## src/rtl/intr_pending.sv

```systemverilog
// Interrupt pending latch with a presentation handshake for an external
// 4-input priority encoder: pend accumulates requests, P3..P0 hold a masked snapshot.
module intr_pending #(
   parameter int EDGE_MODE = 1
) (
   input  logic       clk,
   input  logic       rst,
   input  logic [3:0] irq,
   input  logic [3:0] mask,
   output logic       P3,
   output logic       P2,
   output logic       P1,
   output logic       P0,
   input  logic       O1,
   input  logic       O0,
   output logic       irq_valid,
   input  logic       irq_ack,
   output logic [1:0] ack_idx,
   output logic [3:0] ovr
);

   typedef enum logic [1:0] {IDLE, PRESENT, HOLD} state_t;

   state_t     state, state_nxt;
   logic [3:0] pend, irq_d, snap;
   logic [3:0] new_req, clr, pend_nxt, ovr_nxt, snap_nxt;
   logic [1:0] enc, ack_idx_nxt;

   assign enc     = {O1, O0};
   assign new_req = (EDGE_MODE != 0) ? (irq & ~irq_d) : irq;

   always_comb begin
      state_nxt   = state;
      snap_nxt    = snap;
      clr         = 4'b0000;
      ack_idx_nxt = ack_idx;
      case (state)
         IDLE: begin
            snap_nxt = pend & mask;
            if ((pend & mask) != 4'b0000) state_nxt = PRESENT;
         end
         PRESENT: begin
            if (irq_ack) begin
               clr         = 4'b0001 << enc;
               ack_idx_nxt = enc;
               state_nxt   = HOLD;
            end
         end
         HOLD: begin
            snap_nxt  = pend & mask;
            state_nxt = IDLE;
         end
         default: state_nxt = IDLE;
      endcase
   end

   // A request landing on the channel being acknowledged survives (set wins)
   // and counts as an overrun, since that channel was still pending.
   assign pend_nxt = (pend & ~clr) | new_req;
   assign ovr_nxt  = (ovr & ~clr) | (new_req & pend);

   always_ff @(posedge clk) begin
      if (rst) begin
         state     <= IDLE;
         pend      <= 4'b0000;
         irq_d     <= 4'b0000;
         ovr       <= 4'b0000;
         snap      <= 4'b0000;
         ack_idx   <= 2'b00;
         irq_valid <= 1'b0;
      end else begin
         state     <= state_nxt;
         pend      <= pend_nxt;
         irq_d     <= irq;
         ovr       <= ovr_nxt;
         snap      <= snap_nxt;
         ack_idx   <= ack_idx_nxt;
         irq_valid <= (state_nxt == PRESENT);
      end
   end

   assign P3 = snap[3];
   assign P2 = snap[2];
   assign P1 = snap[1];
   assign P0 = snap[0];

endmodule
```

## config.mk

```make
export PLATFORM = sky130hd
export DESIGN_NAME = intr_pending
export DESIGN_NICKNAME = d
export VERILOG_FILES = /design/src/rtl/intr_pending.sv
export SDC_FILE = /design/constraint.sdc
export NUM_CORES = 1
export LEC_CHECK = 0
export BUFFER_PORTS_ARGS = -buffer_cell sky130_fd_sc_hd__buf_2
export CELL_PAD_IN_SITES_DETAIL_PLACEMENT = 1
export CELL_PAD_IN_SITES_GLOBAL_PLACEMENT = 2
export CORE_MARGIN = 1.5
export CORE_UTILIZATION = 30
export DETAILED_ROUTE_END_ITERATION = 6
export PLACE_DENSITY = 0.82
export REMOVE_ABC_BUFFERS = 1
export SLEW_MARGIN = 25
export SYNTH_ARGS = -nofsm -noshare
export SYNTH_HDL_FRONTEND = slang
export SYNTH_SLANG_ARGS = --single-unit
export TNS_END_PERCENT = 5
```

## constraint.sdc

```tcl
create_clock -name clk -period 2.2 [get_ports clk]
set_input_delay 0.44 -clock clk [delete_from_list [all_inputs] [get_ports clk]]
set_output_delay 0.44 -clock clk [all_outputs]
set_load 0.05 [all_outputs]
```

==> results.toml, run 1 <==
[route]
drc = 0
wl_per_cell_um = 12.3
via_count = 625
via_per_inst = 4.73
firstDrtPassIters = 4
drt_iter0_drc = 9
antenna_left = 0
drt_wl_total_um = 1630

[critical_path]
cpMaxStageDelayCell = "dfxtp_1"
path_buf_inv = 1
cp.required_ns = 1.76
cp-end-kind = "output pin"
ff2ff_path_depth = 3
cp-start-kind = "flip-flop"
critPathArrivalTime_ns = 0.91
path_class = "reg -> out"
crit_family = "flip-flops"
crit_chain = "buf_2"
crit_fanout = 2
slowest_delay_ns = 0.35
rrSetupSlack_ns = 0.97
reg2reg_from = "state[0]"
r2r_end = "ovr[3]"
critical_path.startpoint = "ovr[2]"

[synth]
synthAdderAreaFrac_pct = 0
syn-cell-area_um2 = 763
syn_avg_cell_area_um2 = 9.79
synthTopCellsByArea = "dfxtp_1 (55%), a21oi_1 (9.8%), nand3b_1 (8.9%)"
synth.largest_area_cell = "dfxtp_1"
synth_commonest_cells = "dfxtp_1 (21), a21oi_1 (15), nand3b_1 (9)"
ys_async_sr_fraction_pct = 0
synth-seq-area-share_pct = 55.1
synth_compound_area_share_pct = 17.5
synth_ff_type = "dfxtp_1"
ys_seq_elements = 21
synthCells = 78
synth_top_area_share_pct = 55.1
synthXorXnorAreaFrac_pct = 0
synth-edff-count = 0
synth_top_family_by_area = "simple AND/OR/NAND/NOR gates"
yosysUniqueCellTypes = 17
synth_mux_area_share_pct = 1.31
synthSimpleGateAreaFrac_pct = 22.8
yosysMostFrequentCell = "dfxtp_1"
ys_warn_count = 0

[global_routing]
grt-ovfl-total = 0
antenna_found_initial = 0
grt_pass1_vias = 579
grt_pass1_wl_um = 2650
grtUsageTotal_pct = 13.1
grt_max_degree = 21

[timing]
worst_slew_pin_slew_ns = 0.386
fmax_mhz = 742
setup_slack_ns = 0.852
min_period_ns = 1.35
slew_headroom_pct = 74.2
rsz0062_at_grt = "no"
drv_slew = 0
finalSetupViolations = 0
clock_skew_ns = 0.00250
post-route-period-util_pct = 61.3
tns_ns = 0
hold_violations = 0

[clocking]
htreeDepth = 1
post_cts_buffers = 0
cts_inserted_buffers = 3
cts_resized = 0
cts.reportedPaths.clkPinSlew_ns = 0.11
holdBufCountCts = 0
clk_latency_ns = 0.29
cts_tree = "built"
cts_sinks = 21
root_buffer = "clkbuf_4"
clockBufferDepth = 2

[place]
io_buffers = 23
dp_slack_ns = 0.957
hpwl_um = 1210
place_area_um2 = 895
gp_congestion = 0.668
place_inst = 128

[finish]
num_antenna_cells = 0
final_area_um2 = 921
n_fill_cell = 311
stdcell_count = 132
drive_gt1_share_pct = 25.5
layout.nets = 116
area_growth_pct = 20.7

[die]
dieHeight_um = 53.4
boundaryPins = 24
rows = 18
die_width_um = 53.4
core_area_mm2 = 0.00243
die_area_mm2 = 0.00286
initial_core_util_pct = 31.4

[worst_hold_path]
hp-start = "irq[0]"
holdPathStages = 2
hp-class = "in -> reg"
whs_endpoint = "irq_d[0]"

[outcome]
status = "completed"

[pwr]
finalPower_w = 0.000727
ir_drop_v = 0.000286
power_density_mw_per_mm2 = 789
leakagePower_nw = 0.386

[flow_run]
max_cap_violations = 0
cell families after synthesis:
kind of cell | after synthesis
muxes | 1
buffers and inverters | 4
and+or+nand+nor | 27
DFF | 21
AOI/OAI and AO/OA | 25
cell type report:
class / instances / area (um^2) / share of cell area (%)
repair buffers: 23 / 115 / 12.5
well taps: 30 / 37.5 / 4.08
flip-flops and latches: 21 / 420 / 45.7
multi-input cells: 53 / 318 / 34.5
clock buffers: 4 / 26.3 / 2.85
inverters: 1 / 3.75 / 0.408
where the power goes:
group	switching [W]	total (W)	internal (W)
Clock	0.000109	0.000180	0.0000705
Sequential	0.0000207	0.000426	0.000405
Combinational	0.0000794	0.000121	0.0000420
layout by cell type (no fill, tap or decap), drive strengths merged:
cell     instances
nand4b           1
inv              1
mux2i            1
nor3b            1
dfxtp           21
nand2b           4
a21oi           15
nor2b            5
o21ai            8
nand3b           9
a211o            1
a222oi           1
nand2            4
nand4bb          1
nor2             2
clkbuf           4
buf             23
metal layers:
metal  GRT usage (%)  share of wire [%]
met5               0                  0
met4            7.69               0.86
met3            2.54                5.5
met2            20.2                 46
met1            16.7                 48
registers in the layout, indices dropped and copies added, names as in the netlist:
name,cells
irq_d,4
ovr,4
pend,4
snap,4
ack_idx,2
state,2
irq_valid,1
how the worst max path moves through the flow:
stage	end	slack, ns	cells after the start
after floorplan	ack_idx[0]	1.16	0
after global placement	ovr[0]	0.98	4
after detailed placement	pend[3]	0.96	3
after CTS	ovr[0]	0.83	1
after global routing	ack_idx[0]	0.77	1
final	ovr[2]	0.85	1
through the flow:
step	hold WS [ns]	utilization [%]
3_3_place_gp	0.436	36.8
4_1_cts	0.378	37.9
6_report	0.387	37.9
3_5_place_dp	0.449	36.8
2_1_floorplan	0.471	-
5_1_grt	0.373	37.9
No activity file was read; power rests on OpenSTA's default activity.
==> run 2: changes to the inputs <==
- CORE_UTILIZATION: 30 -> 28
- PLACE_DENSITY: 0.82 -> 0.77
- clock period: 2.2 -> 1.35 ns (I/O delays scaled with it)
==> run 2 against run 1 <==
Compared with the run above: register-to-register slack got worse by 0.66 ns; sequential share of layout area down 0.37 points; highest routed layer unchanged; combinational power is 74% higher; die area increased by 6.7%; critical path depth unchanged; clock skew grew 0.00098 ns; largest power group unchanged; wire length is 3.1% higher; final area up 0.82%.
==> results.toml, run 2 (synthesized netlist as in run 1, its figures left out) <==
[outcome]
status = "completed"

[die]
dieHeight_um = 55.2
die_area_mm2 = 0.00305
die_width_um = 55.2
rows = 18
initial_core_util_pct = 30.3
core_area_mm2 = 0.00252
boundaryPins = 24

[critical_path]
crit_cells = 1
critical_path.startpoint = "ovr[0]"
cpMaxStageDelayCell = "dfxtp_1"
cp-start-kind = "flip-flop"
slowest_delay_ns = 0.36
rrSetupSlack_ns = 0.31
cp-end-kind = "output pin"
crit_path_end = "ovr[0]"
ff2ff_path_depth = 2
reg2reg_from = "pend[0]"
path_class = "reg -> out"
crit_chain = "buf_2"
crit_fanout = 2
critPathArrivalTime_ns = 0.92
path_buf_inv = 1
cp.required_ns = 1.08
r2r_end = "irq_valid"
crit_family = "flip-flops"

[finish]
area_growth_pct = 21.6
n_fill_cell = 301
stdcell_count = 133
final_common_cell = "buf_2"
layout.nets = 117
drive_gt1_share_pct = 26.2
mostFrequentLayoutCells = "buf_2 (23), dfxtp_1 (21), a21oi_1 (15)"
num_antenna_cells = 0
fin_util_pct = 36.8

[clocking]
cts.reportedPaths.clkPinSlew_ns = 0.11
clockBufferDepth = 2
cts_tree = "built"
cts_inserted_buffers = 3
holdBufCountCts = 0
post_cts_buffers = 0
cts_sinks = 21
clk_latency_ns = 0.30
cts_resized = 0
htreeDepth = 1
root_buffer = "clkbuf_4"

[timing]
worst_slew_pin_slew_ns = 0.376
drv_slew = 0
tns_ns = 0
post-route-period-util_pct = 88.4
finalSetupViolations = 0
fmax_mhz = 838
slew_headroom_pct = 75.0
min_period_ns = 1.19
clock_skew_ns = 0.00349
rsz0062_at_grt = "no"
hold_violations = 0

[route]
drt_wl_total_um = 1680
via_count = 640
firstDrtPassIters = 4
wl_per_cell_um = 12.6
via_per_inst = 4.81
drc = 0
drt_iter0_drc = 13
antenna_left = 0

[global_routing]
grt_pass1_vias = 645
grt_pass1_wl_um = 2920
antenna_found_initial = 0
grt-ovfl-total = 0
grt_max_degree = 21
grtUsageTotal_pct = 12.3

[flow_run]
max_cap_violations = 0

[place]
hpwl_um = 1220
io_buffers = 23
gp_congestion = 0.681
place_inst = 129

[pwr]
power_density_mw_per_mm2 = 1290
leakagePower_nw = 0.391
finalPower_w = 0.00120
ir_drop_v = 0.000488

[worst_hold_path]
hp-class = "in -> reg"
-- run 2: cell types whose count changed in the layout (fill, tap and decap cells not counted) --
cell   previous run  this run
buf_4             0         1
-- run 2: layer usage --
metal	global-route usage [%]	up-vias	routed length, um
met5	0	-	0
met4	10.5	0	51
met3	1.64	4	75
met2	19.2	16	784
met1	14.7	294	766
li1	-	326	-
-- run 2: area by class of cell --
cell class	count	area (um^2)	area share, %
Multi-Input combinational cell	53	318	34.2
Inverter	1	3.75	0.404
Clock buffer	4	26.3	2.83
Tap cell	30	37.5	4.04
Timing Repair Buffer	24	123	13.2
Sequential cell	21	420	45.3
-- run 2: through the flow --
| stage | hold WS, ns | instance area, um^2 | setup slack, ns |
|---|---|---|---|
| final | 0.205 | 928 | 0.157 |
| after global routing | 0.188 | 928 | 0.0914 |
| after CTS | 0.192 | 928 | 0.132 |
| after detailed placement | 0.448 | 902 | 0.301 |
| after global placement | 0.436 | 902 | 0.307 |
| after floorplan | 0.339 | 742 | 0.348 |
-- run 2: worst min-delay path by stage --
stage | startpoint | to | slack [ns] | cells past startpoint
final | irq[0] | irq_d[0] | 0.21 | 2
after CTS | irq[0] | irq_d[0] | 0.19 | 2
after detailed placement | snap[2] | snap[2] | 0.45 | 2
after global routing | irq[0] | irq_d[0] | 0.19 | 2
after global placement | snap[2] | snap[2] | 0.44 | 2
after floorplan | rst | ovr[0] | 0.34 | 1
-- run 2: power breakdown --
part	internal (W)	total (W)	switching [W]	leakage [nW]
clock	0.000115	0.000299	0.000184	0.0150
sequential	0.000661	0.000688	0.0000275	0.173
combinational	0.0000730	0.000210	0.000137	0.203
total	0.000849	0.00120	0.000348	0.391
